==> config.mk <==
export PLATFORM = sky130hd
export DESIGN_NAME = memory_stage_pipe
export DESIGN_NICKNAME = d
export VERILOG_FILES = /design/src/rtl/memory_stage_pipe.sv
export SDC_FILE = /design/constraint.sdc
export NUM_CORES = 1
export LEC_CHECK = 0
export ABC_AREA = 0
export CORE_ASPECT_RATIO = 1.25
export CORE_MARGIN = 1.5
export CORE_UTILIZATION = 30
export CTS_CLUSTER_DIAMETER = 80
export DETAILED_ROUTE_END_ITERATION = 8
export GPL_TIMING_DRIVEN = 1
export PLACE_DENSITY_LB_ADDON = 0.25
export RECOVER_POWER = 50
export SYNTH_ARGS = -nofsm -noshare
export SYNTH_HDL_FRONTEND = slang
export SYNTH_SLANG_ARGS = --single-unit
export TNS_END_PERCENT = 30
==> constraint.sdc <==
create_clock -name clock -period 3.81 [get_ports clock]
set_input_delay 0.762 -clock clock [delete_from_list [all_inputs] [get_ports clock]]
set_output_delay 0.762 -clock clock [all_outputs]
set_load 0.01 [all_outputs]
==> src/rtl/memory_stage_pipe.sv <==
// memory_stage_pipe: memory stage of the pipelined ARM core with the MEM/WB
// register folded in. Drives a ready-handshake data-memory port, stalls the
// upstream stages while an access waits, and turns an access that waits too
// long into a bubble and a sticky timeout error.
module memory_stage_pipe #(
  parameter int WIDTH    = 32,
  parameter int RA_W     = 4,
  parameter int INC_STEP = 1,
  parameter int MAX_WAIT = 15
) (
  input  logic               clock,
  input  logic               reset,
  input  logic               valid_m,
  input  logic               mem_read_m,
  input  logic               mem_write_m,
  input  logic               byte_m,
  input  logic               plus_one_m,
  input  logic               mem_to_reg_m,
  input  logic               pc_src_m,
  input  logic               reg_write_m,
  input  logic [WIDTH-1:0]   alu_out_m,
  input  logic [WIDTH-1:0]   write_data_m,
  input  logic [RA_W-1:0]    wa3_m,
  input  logic               flush,
  output logic               dmem_req,
  output logic               dmem_we,
  output logic [WIDTH-1:0]   dmem_addr,
  output logic [WIDTH-1:0]   dmem_wdata,
  output logic [WIDTH/8-1:0] dmem_be,
  input  logic [WIDTH-1:0]   dmem_rdata,
  input  logic               dmem_ready,
  output logic               stall_m,
  output logic               valid_w,
  output logic               mem_to_reg_w,
  output logic               pc_src_w,
  output logic               reg_write_w,
  output logic [WIDTH-1:0]   alu_out_w,
  output logic [WIDTH-1:0]   read_data_w,
  output logic [RA_W-1:0]    wa3_w,
  output logic               err_timeout
);

  localparam int NB = WIDTH / 8;
  localparam int LW = $clog2(NB);
  localparam int CW = $clog2(MAX_WAIT + 1);

  localparam logic [CW-1:0]    MAXW_C = CW'(MAX_WAIT);
  localparam logic [CW-1:0]    ONE_C  = CW'(1);
  localparam logic [WIDTH-1:0] INC_C  = WIDTH'(INC_STEP);

  typedef enum logic [0:0] {
    ST_IDLE = 1'b0,
    ST_WAIT = 1'b1
  } state_t;

  state_t           state_r, state_s;
  logic [CW-1:0]    wcnt_r, wcnt_s;
  logic             err_r, err_s;

  logic             access_s;
  logic             is_load_s;
  logic             abort_s;
  logic             req_s;
  logic             stall_s;
  logic             bubble_s;
  logic [LW-1:0]    lane_s;
  logic [WIDTH-1:0] sd_s;
  logic [WIDTH-1:0] load_data_s;

  // Pick byte 'lane' out of a word and zero-extend it.
  function automatic logic [WIDTH-1:0] lane_byte(input logic [WIDTH-1:0] word,
                                                 input logic [LW-1:0]    lane);
    logic [WIDTH-1:0] shifted;
    shifted   = word >> {lane, 3'b000};
    lane_byte = {{(WIDTH-8){1'b0}}, shifted[7:0]};
  endfunction

  // Request decode, store-data formatting and load-data extraction.
  always_comb begin
    access_s  = valid_m & (mem_read_m | mem_write_m);
    is_load_s = access_s & mem_read_m & ~mem_write_m;
    lane_s    = alu_out_m[LW-1:0];
    if (plus_one_m) begin
      sd_s = write_data_m + INC_C;
    end else begin
      sd_s = write_data_m;
    end
    if (byte_m) begin
      dmem_be    = {{(NB-1){1'b0}}, 1'b1} << lane_s;
      dmem_wdata = {NB{sd_s[7:0]}};
    end else begin
      dmem_be    = {NB{1'b1}};
      dmem_wdata = sd_s;
    end
    if (!is_load_s) begin
      load_data_s = {WIDTH{1'b0}};
    end else if (byte_m) begin
      load_data_s = lane_byte(dmem_rdata, lane_s);
    end else begin
      load_data_s = dmem_rdata;
    end
    dmem_addr = alu_out_m;
  end

  // Handshake outputs, abort detection and stall generation.
  always_comb begin
    if (state_r == ST_WAIT) begin
      req_s = 1'b1;
    end else begin
      req_s = access_s;
    end
    abort_s  = (state_r == ST_WAIT) & (wcnt_r == MAXW_C) & ~dmem_ready;
    stall_s  = req_s & ~dmem_ready & ~abort_s;
    bubble_s = flush | stall_s | abort_s;
    dmem_req = req_s;
    dmem_we  = req_s & mem_write_m;
    stall_m  = stall_s;
  end

  // Next-state logic for the wait FSM, wait counter and sticky error.
  always_comb begin
    state_s = state_r;
    wcnt_s  = wcnt_r;
    err_s   = err_r;
    case (state_r)
      ST_IDLE: begin
        if (access_s && !dmem_ready) begin
          state_s = ST_WAIT;
          wcnt_s  = ONE_C;
        end else begin
          state_s = ST_IDLE;
          wcnt_s  = {CW{1'b0}};
        end
      end
      ST_WAIT: begin
        if (dmem_ready) begin
          state_s = ST_IDLE;
          wcnt_s  = {CW{1'b0}};
        end else if (wcnt_r == MAXW_C) begin
          state_s = ST_IDLE;
          wcnt_s  = {CW{1'b0}};
          err_s   = 1'b1;
        end else begin
          state_s = ST_WAIT;
          wcnt_s  = wcnt_r + ONE_C;
        end
      end
      default: begin
        state_s = ST_IDLE;
        wcnt_s  = {CW{1'b0}};
      end
    endcase
  end

  // FSM state, wait counter and sticky timeout flag registers.
  always_ff @(posedge clock or negedge reset) begin
    if (!reset) begin
      state_r <= ST_IDLE;
      wcnt_r  <= {CW{1'b0}};
      err_r   <= 1'b0;
    end else begin
      state_r <= state_s;
      wcnt_r  <= wcnt_s;
      err_r   <= err_s;
    end
  end

  // MEM/WB pipeline register: bubble on flush, stall or abort, else capture.
  always_ff @(posedge clock or negedge reset) begin
    if (!reset) begin
      valid_w      <= 1'b0;
      mem_to_reg_w <= 1'b0;
      pc_src_w     <= 1'b0;
      reg_write_w  <= 1'b0;
      alu_out_w    <= {WIDTH{1'b0}};
      read_data_w  <= {WIDTH{1'b0}};
      wa3_w        <= {RA_W{1'b0}};
    end else if (bubble_s) begin
      valid_w      <= 1'b0;
      mem_to_reg_w <= 1'b0;
      pc_src_w     <= 1'b0;
      reg_write_w  <= 1'b0;
      alu_out_w    <= {WIDTH{1'b0}};
      read_data_w  <= {WIDTH{1'b0}};
      wa3_w        <= {RA_W{1'b0}};
    end else begin
      valid_w      <= valid_m;
      mem_to_reg_w <= mem_to_reg_m;
      pc_src_w     <= pc_src_m;
      reg_write_w  <= reg_write_m;
      alu_out_w    <= alu_out_m;
      read_data_w  <= load_data_s;
      wa3_w        <= wa3_m;
    end
  end

  assign err_timeout = err_r;

endmodule

==> results.toml <==
[yosys]
yosys_warnings = 0
synth_cell_types = 38
avgSynthCellArea_um2 = 10.3
ys_seq_elements = 78
synth_edf_count = 0
synth_top_family_by_area = "simple AND/OR/NAND/NOR gates"
netlist_area_um2 = 4080
synth_fa_ha_area_share_pct = 0.613
synthSimpleGateAreaFrac_pct = 24.7
syn-instance-count = 396
muxShareOfSynthArea_pct = 2.48
async_reset_ff_share_pct = 100
synth.yosys.seq_area_share_pct = 47.8
synth_compound_area_share_pct = 8.52
synth_nets = 510
synth_flop_cell = "dfrtp_1"
yosys.area_share.xor_xnor_pct = 6.44

[clocking]
cts_tree = "built"
cts_max_path_buffers = 2
cts_root_buffer = "clkbuf_16"
cts_made_buffers = 9
path_clk_slew_ns = 0.05
htreeDepth = 3
cts_sinks = 78
clk_latency_ns = 0.33

[route]
drtIter0Drc = 128
wire_per_inst_um = 17.7
num_vias = 3935
viasPerCell = 4.74
route.detailed.drc = 0
routed_wl_um = 14700
antenna_left = 0
drt_first_pass_iters = 4

[place]
port_buffers = 255
dp_hpwl_um = 11500
dpl.cell_count = 812
place_area_um2 = 6840
gp_congestion = 0.896
dp_slack_ns = -0.123

[sta]
grt_setup_unrepaired = "yes"
finalSetupViolCount = 0
tns_ns = 0
skew_ns = 0.00188
hold_violations = 0
worst_slew_pin_slew_ns = 1.88
setup_slack_ns = 0.00299
period_share_pct = 99.9
relSlewSlack_pct = -25.3
final_max_slew_viol_count = 79
fin_crit_ns = 3.81
fmax_mhz = 263

[floorplanning]
initial_core_util_pct = 30.7
die_y_um = 133
core_um2 = 13300
die_w_um = 107
rows = 47
ios = 256
die_area_um2 = 14300

[pwr]
leakage_nw = 3.37
p_sw_mw = 0.542
power.density_nw_per_um2 = 318
power_frac_comb_pct = 22.8
swShare_pct = 23.4
peakVddDrop_uv = 218
intPower_mw = 1.77
seqPwrFrac_pct = 37.6
clkPwrFrac_pct = 39.6

[critical_path]
crit_arrival_ns = 3.05
crit_fanout = 7
end_kind = "primary output"
crit_required_ns = 3.05
start_kind = "primary input"
path_class = "in2out"

[cells_and_area]
syn_to_final_growth_pct = 78.5
mostFrequentLayoutCells = "clkdlybuf4s50_1 (195), dfrtp_1 (78), and2_1 (44), buf_4 (44), dlygate4sd3_1 (42)"
nets = 770
stdcell_count = 831
drive_gt1_share_pct = 14.4
fin_util_pct = 54.8
diodes = 0
layout_commonest_cell = "clkdlybuf4s50_1"
final_area_um2 = 7280

[global_route]
grt_max_degree = 79
grt_pass1_vias = 4086
gr-total-overflow = 0
grt_pass1_wl_um = 21800
grt_use_total_pct = 20.1
antenna_found_initial = 0

[outcome]
status = "complete, but fails checks"
violations = "capacitance limit, slew limit"

[run]
maxCapViolCount = 1

[min_path]
hold_path_class = "reg2reg"
per-layer routing:
layer / global-route usage, % / part of all wire, % / vias to the layer above
met3: 6.46 / 10 / 41
met5: 0 / 0 / -
met1: 20.5 / 35 / 1817
li1: - / - / 1844
met2: 36.1 / 51 / 233
met4: 10.4 / 4.4 / 0
cell type report:
cell class / count / area (µm²)
Tap cell: 171 / 214
Clock buffer: 12 / 256
Clock inverter: 3 / 67.6
Fill cell: 1220 / 6010
Multi-Input combinational cell: 254 / 1810
Inverter: 12 / 45.0
Timing Repair Buffer: 301 / 2930
Sequential cell: 78 / 1950
critical path: stages:
cell and delay, ns:
clkdlybuf4s50_1 0.53, ha_1 0.23, buf_4 0.15, nand4_4 0.18, nor4_2 0.35, xnor2_1 0.09, a21boi_0 0.18, clkdlybuf4s50_1 0.57
through the flow:
| step | power, mW | hold WS, ns |
|---|---|---|
| floorplan | 1.07 | 0.466 |
| global placement | 1.42 | 0.469 |
| detailed placement | 1.42 | 0.469 |
| CTS | 2.35 | 0.481 |
| global route | 2.41 | 0.487 |
| finish | 2.31 | 0.476 |
path summary, 6_finish.rpt:
path	start	to	slack, ns	cells after the start
min in group asynchronous	reset	alu_out_w[9]	0.95	1
max	write_data_m[0]	dmem_wdata[24]	0.003	8
min	err_timeout	err_timeout	0.48	1
max in group asynchronous	reset	wcnt_r[2]	1.75	1
min reg2reg	err_timeout	err_timeout	0.48	1
max reg2reg	state_r	alu_out_w[9]	2.47	5
power by group through the flow:
stage | combinational (mW) | clock [mW] | sequential (mW)
3_5_place_dp | 0.539 | 0 | 0.885
3_3_place_gp | 0.537 | 0 | 0.885
6_report | 0.528 | 0.916 | 0.870
5_1_grt | 0.566 | 0.966 | 0.873
4_1_cts | 0.543 | 0.936 | 0.871
2_1_floorplan | 0.169 | 0 | 0.902
synth_stat cells (9+ instances only):
cell type	n	area share, %
a21boi_0	11	2.0
inv_1	12	1.1
dfrtp_1	78	48
and2_1	44	6.7
xnor2_1	26	5.6
nand3_1	12	1.5
and3_1	29	4.4
nor3_1	10	1.2
a21oi_1	16	2.0
o21ai_0	11	1.3
buf_4	34	6.3
mux2_2	9	2.5
nand2_1	17	1.6
clkbuf_1	15	1.4
timing repair:
item / CTS / global route
pin swaps: 1 / 2
resized for setup: 6 / 23
hold buffers: 0 / 0
setup endpoints to repair: 9 / 16
setup buffers: 2 / 1
gates cloned: 1 / 0
endpoints found under the hold margin: 0 / 0
cell families after synthesis:
logic type,Yosys count
AND/OR/NAND/NOR,156
flip-flops,78
multiplexers,9
AO/OA/AOI/OAI,56
adder cells (fa/ha/maj),2
XOR/XNOR,30
buffers and inverters,65
state kept, by name, indices dropped and copies added (netlist names):
register,flops
mem_to_reg_w,1
read_data_w,32
err_timeout,1
wcnt_r,4
valid_w,1
wa3_w,4
reg_write_w,1
state_r,1
alu_out_w,32
pc_src_w,1
Note: power is estimated with default switching activity, not from simulation.
